## src/rtl/memrsp_pkg.sv

```systemverilog
// Shared types and helpers for the memory responder / store checker.
package memrsp_pkg;

  typedef enum logic [1:0] {
    IDLE = 2'd0,
    WAIT = 2'd1,
    RESP = 2'd2
  } state_t;

  // Expected store. Only the word address is kept; byte offsets never take part in matching.
  typedef struct packed {
    logic        valid;
    logic [29:0] addr;
    logic [31:0] data;
  } chk_entry_t;

  // Galois LFSR, x^16 + x^14 + x^13 + x^11 + 1, right-shifting form.
  localparam logic [15:0] LFSR_SEED = 16'hACE1;
  localparam logic [15:0] LFSR_TAPS = 16'hB400;

  // True when every byte lane enabled in wstrb holds the same value in a and b.
  function automatic logic bytes_equal(input logic [31:0] a,
                                       input logic [31:0] b,
                                       input logic [3:0]  wstrb);
    logic eq;
    eq = 1'b1;
    for (int i = 0; i < 4; i++) begin
      if (wstrb[i] && (a[8*i +: 8] != b[8*i +: 8])) eq = 1'b0;
    end
    return eq;
  endfunction

endpackage

```

## src/rtl/memrsp_scoreboard.sv

```systemverilog
// Store scoreboard: table of expected {addr,data} entries, lowest-index match,
// per-entry hit flags and saturating pass/fail/unexpected/out-of-range counters.
module memrsp_scoreboard
  import memrsp_pkg::*;
#(
  parameter int NUM_CHECKS = 16,
  parameter int CNT_W      = 16,
  parameter int IW         = 4
) (
  input  logic             clk,
  input  logic             reset,
  input  logic             chk_we,
  input  logic [IW-1:0]    chk_idx,
  input  logic             chk_valid,
  input  logic [31:0]      chk_addr,
  input  logic [31:0]      chk_data,
  input  logic             st_en,
  input  logic [29:0]      st_waddr,
  input  logic [31:0]      st_data,
  input  logic [3:0]       st_wstrb,
  input  logic             oob_en,
  output logic [CNT_W-1:0] pass_cnt,
  output logic [CNT_W-1:0] fail_cnt,
  output logic [CNT_W-1:0] unexp_cnt,
  output logic [CNT_W-1:0] oob_cnt,
  output logic             all_hit
);

  chk_entry_t               entry_q [NUM_CHECKS];
  logic [NUM_CHECKS-1:0]    hit_q, hit_d, valid_vec;
  logic                     match_found, match_eq;
  logic [IW-1:0]            match_idx;
  logic [CNT_W-1:0]         pass_q, fail_q, unexp_q, oob_q;
  logic                     unused_chk_lsbs;

  assign unused_chk_lsbs = ^chk_addr[1:0];

  function automatic logic [CNT_W-1:0] sat_inc(input logic [CNT_W-1:0] v);
    return (v == '1) ? v : v + 1'b1;
  endfunction

  // Table write; entries survive reset so a bench can reset without reprogramming.
  always_ff @(posedge clk) begin
    if (chk_we) entry_q[chk_idx] <= '{valid: chk_valid, addr: chk_addr[31:2], data: chk_data};
  end

  // Priority match: scan downwards so the lowest matching index is the one kept.
  always_comb begin
    match_found = 1'b0;
    match_eq    = 1'b0;
    match_idx   = '0;
    for (int i = NUM_CHECKS - 1; i >= 0; i--) begin
      if (entry_q[i].valid && (entry_q[i].addr == st_waddr)) begin
        match_found = 1'b1;
        match_idx   = IW'(i);
        match_eq    = bytes_equal(entry_q[i].data, st_data, st_wstrb);
      end
    end
  end

  // Hit flags: a rewrite of an entry clears its flag even if it passed this cycle.
  always_comb begin
    hit_d = hit_q;
    if (st_en && match_found && match_eq) hit_d[match_idx] = 1'b1;
    if (chk_we) hit_d[chk_idx] = 1'b0;
  end

  // Gather entry valid bits for the all-hit reduction.
  always_comb begin
    valid_vec = '0;
    for (int i = 0; i < NUM_CHECKS; i++) valid_vec[i] = entry_q[i].valid;
  end

  // Hit flags and saturating counters.
  always_ff @(posedge clk) begin
    if (reset) begin
      hit_q   <= '0;
      pass_q  <= '0;
      fail_q  <= '0;
      unexp_q <= '0;
      oob_q   <= '0;
    end else begin
      hit_q <= hit_d;
      if (st_en) begin
        if (!match_found)  unexp_q <= sat_inc(unexp_q);
        else if (match_eq) pass_q  <= sat_inc(pass_q);
        else               fail_q  <= sat_inc(fail_q);
      end
      if (oob_en) oob_q <= sat_inc(oob_q);
    end
  end

  assign pass_cnt  = pass_q;
  assign fail_cnt  = fail_q;
  assign unexp_cnt = unexp_q;
  assign oob_cnt   = oob_q;
  assign all_hit   = (|valid_vec) && (&(hit_q | ~valid_vec));

endmodule

```

## config.mk

```make
export PLATFORM = sky130hd
export DESIGN_NAME = memrsp_scoreboard
export DESIGN_NICKNAME = d
export VERILOG_FILES = /design/src/rtl/memrsp_pkg.sv /design/src/rtl/memrsp_scoreboard.sv
export SDC_FILE = /design/constraint.sdc
export NUM_CORES = 2
export LEC_CHECK = 0
export CORE_MARGIN = 4
export CORE_UTILIZATION = 45
export CTS_CLUSTER_SIZE = 20
export DETAILED_ROUTE_END_ITERATION = 16
export SYNTH_ARGS = -nofsm -noshare
export SYNTH_HDL_FRONTEND = slang
export SYNTH_SLANG_ARGS = --single-unit
```

## constraint.sdc

```tcl
create_clock -name clk -period 11.35 [get_ports clk]
set_clock_uncertainty 0.2 [all_clocks]
set_input_delay 2.27 -clock clk [delete_from_list [all_inputs] [get_ports clk]]
set_output_delay 2.27 -clock clk [all_outputs]
set_load 0.02 [all_outputs]
```

==> impl_results.html <==
<table>
<tr><th>Metric</th><th>Value</th></tr>
<tr><th colspan="2">Clocking</th></tr>
<tr><td>Number of gates resized after cts</td><td>0</td></tr>
<tr><td>Maximum buffer depth of the clock tree</td><td>3</td></tr>
<tr><td>Number of H-tree levels</td><td>3</td></tr>
<tr><td>Clock network latency to the later pin of the worst-skew pair</td><td>0.70 ns</td></tr>
<tr><td>Clock-pin transition on the worst setup and hold timing paths</td><td>0.06 ns</td></tr>
<tr><td>Number of buffers added by the clock tree synthesis step</td><td>113</td></tr>
<tr><td># clock sinks</td><td>1088</td></tr>
<tr><td>Clock tree root driver cell</td><td>clkbuf_16</td></tr>
<tr><td>Buffers inserted by post-CTS timing repair</td><td>0</td></tr>
<tr><td>Clock tree from TritonCTS</td><td>built</td></tr>
<tr><td>Count of hold-fix buffers inserted at cts</td><td>0</td></tr>
<tr><th colspan="2">Power and ir drop</th></tr>
<tr><td>Overall Power</td><td>8.781 mW</td></tr>
<tr><td>Portion of total power attributed to sequential cells</td><td>0.512</td></tr>
<tr><td>Leakage Power</td><td>16.64 nW</td></tr>
<tr><td>Net switching power</td><td>2.005 mW</td></tr>
<tr><td>Net switching fraction of the power</td><td>0.2283</td></tr>
<tr><td>Power share of the clock group</td><td>0.411</td></tr>
<tr><td>Share of power burned in combinational logic</td><td>0.077</td></tr>
<tr><td>Worst supply voltage drop on vdd</td><td>between 0.1 and 0.15 mV</td></tr>
<tr><td>Design internal power</td><td>6.776 mW</td></tr>
<tr><td>Pwr Density</td><td>158.4 nW/um2</td></tr>
<tr><th colspan="2">STA</th></tr>
<tr><td>Final-report max-slew violation count</td><td>0</td></tr>
<tr><td>Final Hold Vio Count</td><td>0</td></tr>
<tr><td>Setup tns final</td><td>0 ns</td></tr>
<tr><td>Setup violators final</td><td>0</td></tr>
<tr><td>Relative slew slack</td><td>0.2750</td></tr>
<tr><td>Tightest Pin Transition</td><td>between 1 and 1.5 ns</td></tr>
<tr><td>Max Clock Freq</td><td>152.7 MHz</td></tr>
<tr><td>Setup repair after global routing missed its margin</td><td>false</td></tr>
<tr><td>Post-route minimum period</td><td>~6.5 ns</td></tr>
<tr><td>Ratio of final minimum period to clock period</td><td>0.5769</td></tr>
<tr><th colspan="2">Logic synthesis</th></tr>
<tr><td>Most frequently used flop master after synthesis</td><td>edfxtp_1</td></tr>
<tr><td>Synthesized instance count</td><td>3321</td></tr>
<tr><td>Post-Synthesis Mean Instance Area</td><td>between 10 and 15 um2</td></tr>
<tr><td>Number of enable-type register cells in the synthesized netlist</td><td>1008</td></tr>
<tr><td>Share of the yosys chip area belonging to registers</td><td>0.6641</td></tr>
<tr><td>Synthesized area</td><td>roughly 48000 um2</td></tr>
<tr><td>Ys Warns</td><td>0</td></tr>
<tr><td>Fraction of synthesis flops using an asynchronous set or reset pin</td><td>0</td></tr>
<tr><td>Unique masters post-synth</td><td>71</td></tr>
<tr><td>Number of flip-flops and latches in the synthesized netlist</td><td>1088</td></tr>
<tr><td>Synthesized net count</td><td>3465</td></tr>
<tr><th colspan="2">Finish</th></tr>
<tr><td>Post-route cell area</td><td>~55000 um2</td></tr>
<tr><td>Filler-free cell count of the finished design</td><td>between 5000 and 6000</td></tr>
<tr><td>Fraction of layout instances using a drive strength above 1</td><td>0.08514</td></tr>
<tr><td>Commonest cells after routing, fill and taps aside</td><td>1008 x edfxtp_1, 924 x xnor2_1, 338 x nand4_1</td></tr>
<tr><td>Final #Nets</td><td>3749</td></tr>
<tr><td>P&amp;R area growth vs syn</td><td>15.54%</td></tr>
<tr><td>Final Util</td><td>0.5253</td></tr>
<tr><td>Most common cell after layout, fill and taps aside</td><td>edfxtp_1</td></tr>
<tr><th colspan="2">Floorplan</th></tr>
<tr><td>Total die area</td><td>111900 um2</td></tr>
<tr><td>Effective utilization at floorplan</td><td>0.4546</td></tr>
<tr><td>Standard-cell rows</td><td>between 100 and 150</td></tr>
<tr><td>Height of the die</td><td>334.6 um</td></tr>
<tr><td>Width of the chip</td><td>334.6 um</td></tr>
<tr><td>Core area</td><td>105600 um2</td></tr>
<tr><td>Number of top-level design ports</td><td>205</td></tr>
<tr><th colspan="2">Worst setup path</th></tr>
<tr><td>Critical path endpoint category</td><td>flop</td></tr>
<tr><td>Data arrival at the endpoint of the critical path</td><td>6.96 ns</td></tr>
<tr><td>Largest delay share family, worst path</td><td>simple AND/OR/NAND/NOR gates</td></tr>
<tr><td>Biggest fanout along the worst timing path</td><td>16</td></tr>
<tr><td>Number of logic stages on the critical path including buffering</td><td>13</td></tr>
<tr><td>Type of the worst setup path</td><td>in -&gt; reg</td></tr>
<tr><td>Delay of the slowest cell on the worst path</td><td>0.70 ns</td></tr>
<tr><td>Depth of the worst register-to-register path</td><td>11</td></tr>
<tr><td>Critical-path cell with the highest stage delay</td><td>o311ai_1</td></tr>
<tr><td>CP bufs+invs</td><td>2</td></tr>
<tr><td>CP startpoint kind</td><td>primary input</td></tr>
<tr><td>Worst endpoint required time</td><td>between 10 and 15 ns</td></tr>
<tr><td>Critical-path cell list</td><td>clkdlybuf4s50_1 -&gt; buf_4 -&gt; xnor2_1 -&gt; nand4_1 -&gt; a2111oi_0 -&gt; and3_1 -&gt; a221oi_1 -&gt; o311ai_1 -&gt; nand2_1 -&gt; o22ai_1 -&gt; nor2_1 -&gt; or3_1 -&gt; a21oi_1</td></tr>
<tr><th colspan="2">Run</th></tr>
<tr><td>Max-capacitance violation count</td><td>0</td></tr>
<tr><th colspan="2">Placed design</th></tr>
<tr><td>Sum of net half-perimeters after detailed placement</td><td>84080 um</td></tr>
<tr><td>Number of I/O port buffers</td><td>202</td></tr>
<tr><td>Placed Cells incl. Taps</td><td>4881</td></tr>
<tr><td>Placer Congestion</td><td>0.8998</td></tr>
<tr><td>Post-DP Area</td><td>approximately 52000 um2</td></tr>
<tr><th colspan="2">Routing</th></tr>
<tr><td>Aggregate routed wire length</td><td>around 140000 um</td></tr>
<tr><td>DRC violation count after routing</td><td>0</td></tr>
<tr><td>First-iteration detailed-routing DRC count</td><td>2502</td></tr>
<tr><td>Detailed Routing Iterations Pass 1</td><td>6</td></tr>
<tr><td>Drt via density</td><td>5.711</td></tr>
<tr><td>Drt wl/cell</td><td>28.27 um</td></tr>
<tr><td>Antenna viol nets, final</td><td>0</td></tr>
<tr><td>Total via count in the routed design</td><td>a little under 30000</td></tr>
<tr><th colspan="2">Global route</th></tr>
<tr><td>Largest net degree at the start of global routing</td><td>99</td></tr>
<tr><td>Via count of the first global-routing pass</td><td>between 20000 and 30000</td></tr>
<tr><td>Global-route usage over all layers</td><td>0.2526</td></tr>
<tr><td>Initial antenna violation count</td><td>2</td></tr>
<tr><td>Total congestion overflow</td><td>0</td></tr>
<tr><td>Global-route wire length before repair</td><td>201400 um</td></tr>
<tr><th colspan="2">Worst hold path</th></tr>
<tr><td>Path class of the lowest-slack min-delay path</td><td>reg -&gt; reg</td></tr>
<tr><td>Worst hold stages</td><td>2</td></tr>
<tr><th colspan="2">Run status</th></tr>
<tr><td>Status</td><td>complete, no violations</td></tr>
</table>
[registers in the layout (all words and copies together) (netlist names)]
signal / cells
oob_cnt: 16
pass_cnt: 16
fail_cnt: 16
entry_q: 1008
unexp_cnt: 16
hit_q: 16
[final timing paths]
check,startpoint,endpoint,slack [ns]
setup / recovery,st_waddr[15],fail_cnt[7],4.80
hold / removal,hit_q[9],hit_q[9],0.28
setup reg to reg,entry_q[2][41],fail_cnt[7],7.03
hold reg to reg,hit_q[9],hit_q[9],0.28
[power groups by stage]
stage / clock (mW) / combinational [mW] / sequential, mW
final: 3.61 / 0.680 / 4.49
after global routing: 3.85 / 0.716 / 4.50
after CTS: 3.67 / 0.681 / 4.49
after detailed placement: 0 / 0.678 / 4.58
after global placement: 0 / 0.675 / 4.57
after floorplan: 0 / 0.370 / 4.58
[worst reg2reg max path: cells and delay by family, from the launching register on]
kind,cells,cell delay [ns]
AND/OR/NAND/NOR,5,1.81
AO/OA/AOI/OAI,5,1.69
flip-flops,1,0.37
XOR/XNOR,1,0.17
[Yosys cell counts, drive strengths merged (30+ instances only)]
| cell | number | area, um2 |
|---|---|---|
| xnor2 | 938 | 8320 |
| nand3 | 61 | 305.3 |
| dfxtp | 80 | 1602 |
| nor2 | 86 | 322.8 |
| o21ai | 96 | 480.5 |
| nand2 | 102 | 382.9 |
| clkbuf | 50 | 187.7 |
| nor4 | 70 | 444.2 |
| xor2 | 94 | 823.3 |
| edfxtp | 1008 | 30270 |
| nor3 | 32 | 170.2 |
| inv | 30 | 112.6 |
| nand4 | 338 | 2115 |
| buf | 97 | 616.8 |
[logic make-up after synthesis]
kind of cell    after synthesis  share of synthesized area
compound gates              173                    0.02313
xor+xnor                   1032                     0.1905
fa+ha+maj                     4                   0.001043
buf+inv                     177                    0.01911
flops                      1088                     0.6641
mux                           4                  0.0008343
simple gates                843                     0.1013
[per-stage QoR]
step           hold slack [ns]  setup WS [ns]
2_1_floorplan           0.2474         0.9728
3_3_place_gp            0.2611          4.358
3_5_place_dp            0.2676          4.300
4_1_cts                 0.2786          5.015
5_1_grt                 0.3016          4.716
6_report                0.2771          4.802
[final cells by class]
type	instances	area, um2
clock buffers	147	3024
multi-input cells	2056	15290
inverters	30	112.6
flip-flops and latches	1088	31870
diodes	2	5.005
repair buffers	316	2853
well taps	1391	1740
fillers	8925	50110
clock inverters	63	555.5
[per-layer routing]
layer,part of all wire,track usage
met4,0.041,0.08957
met1,0.40,0.3355
met3,0.074,0.03531
met2,0.49,0.4277
met5,0,0
Note: power is estimated with default switching activity, not from simulation.
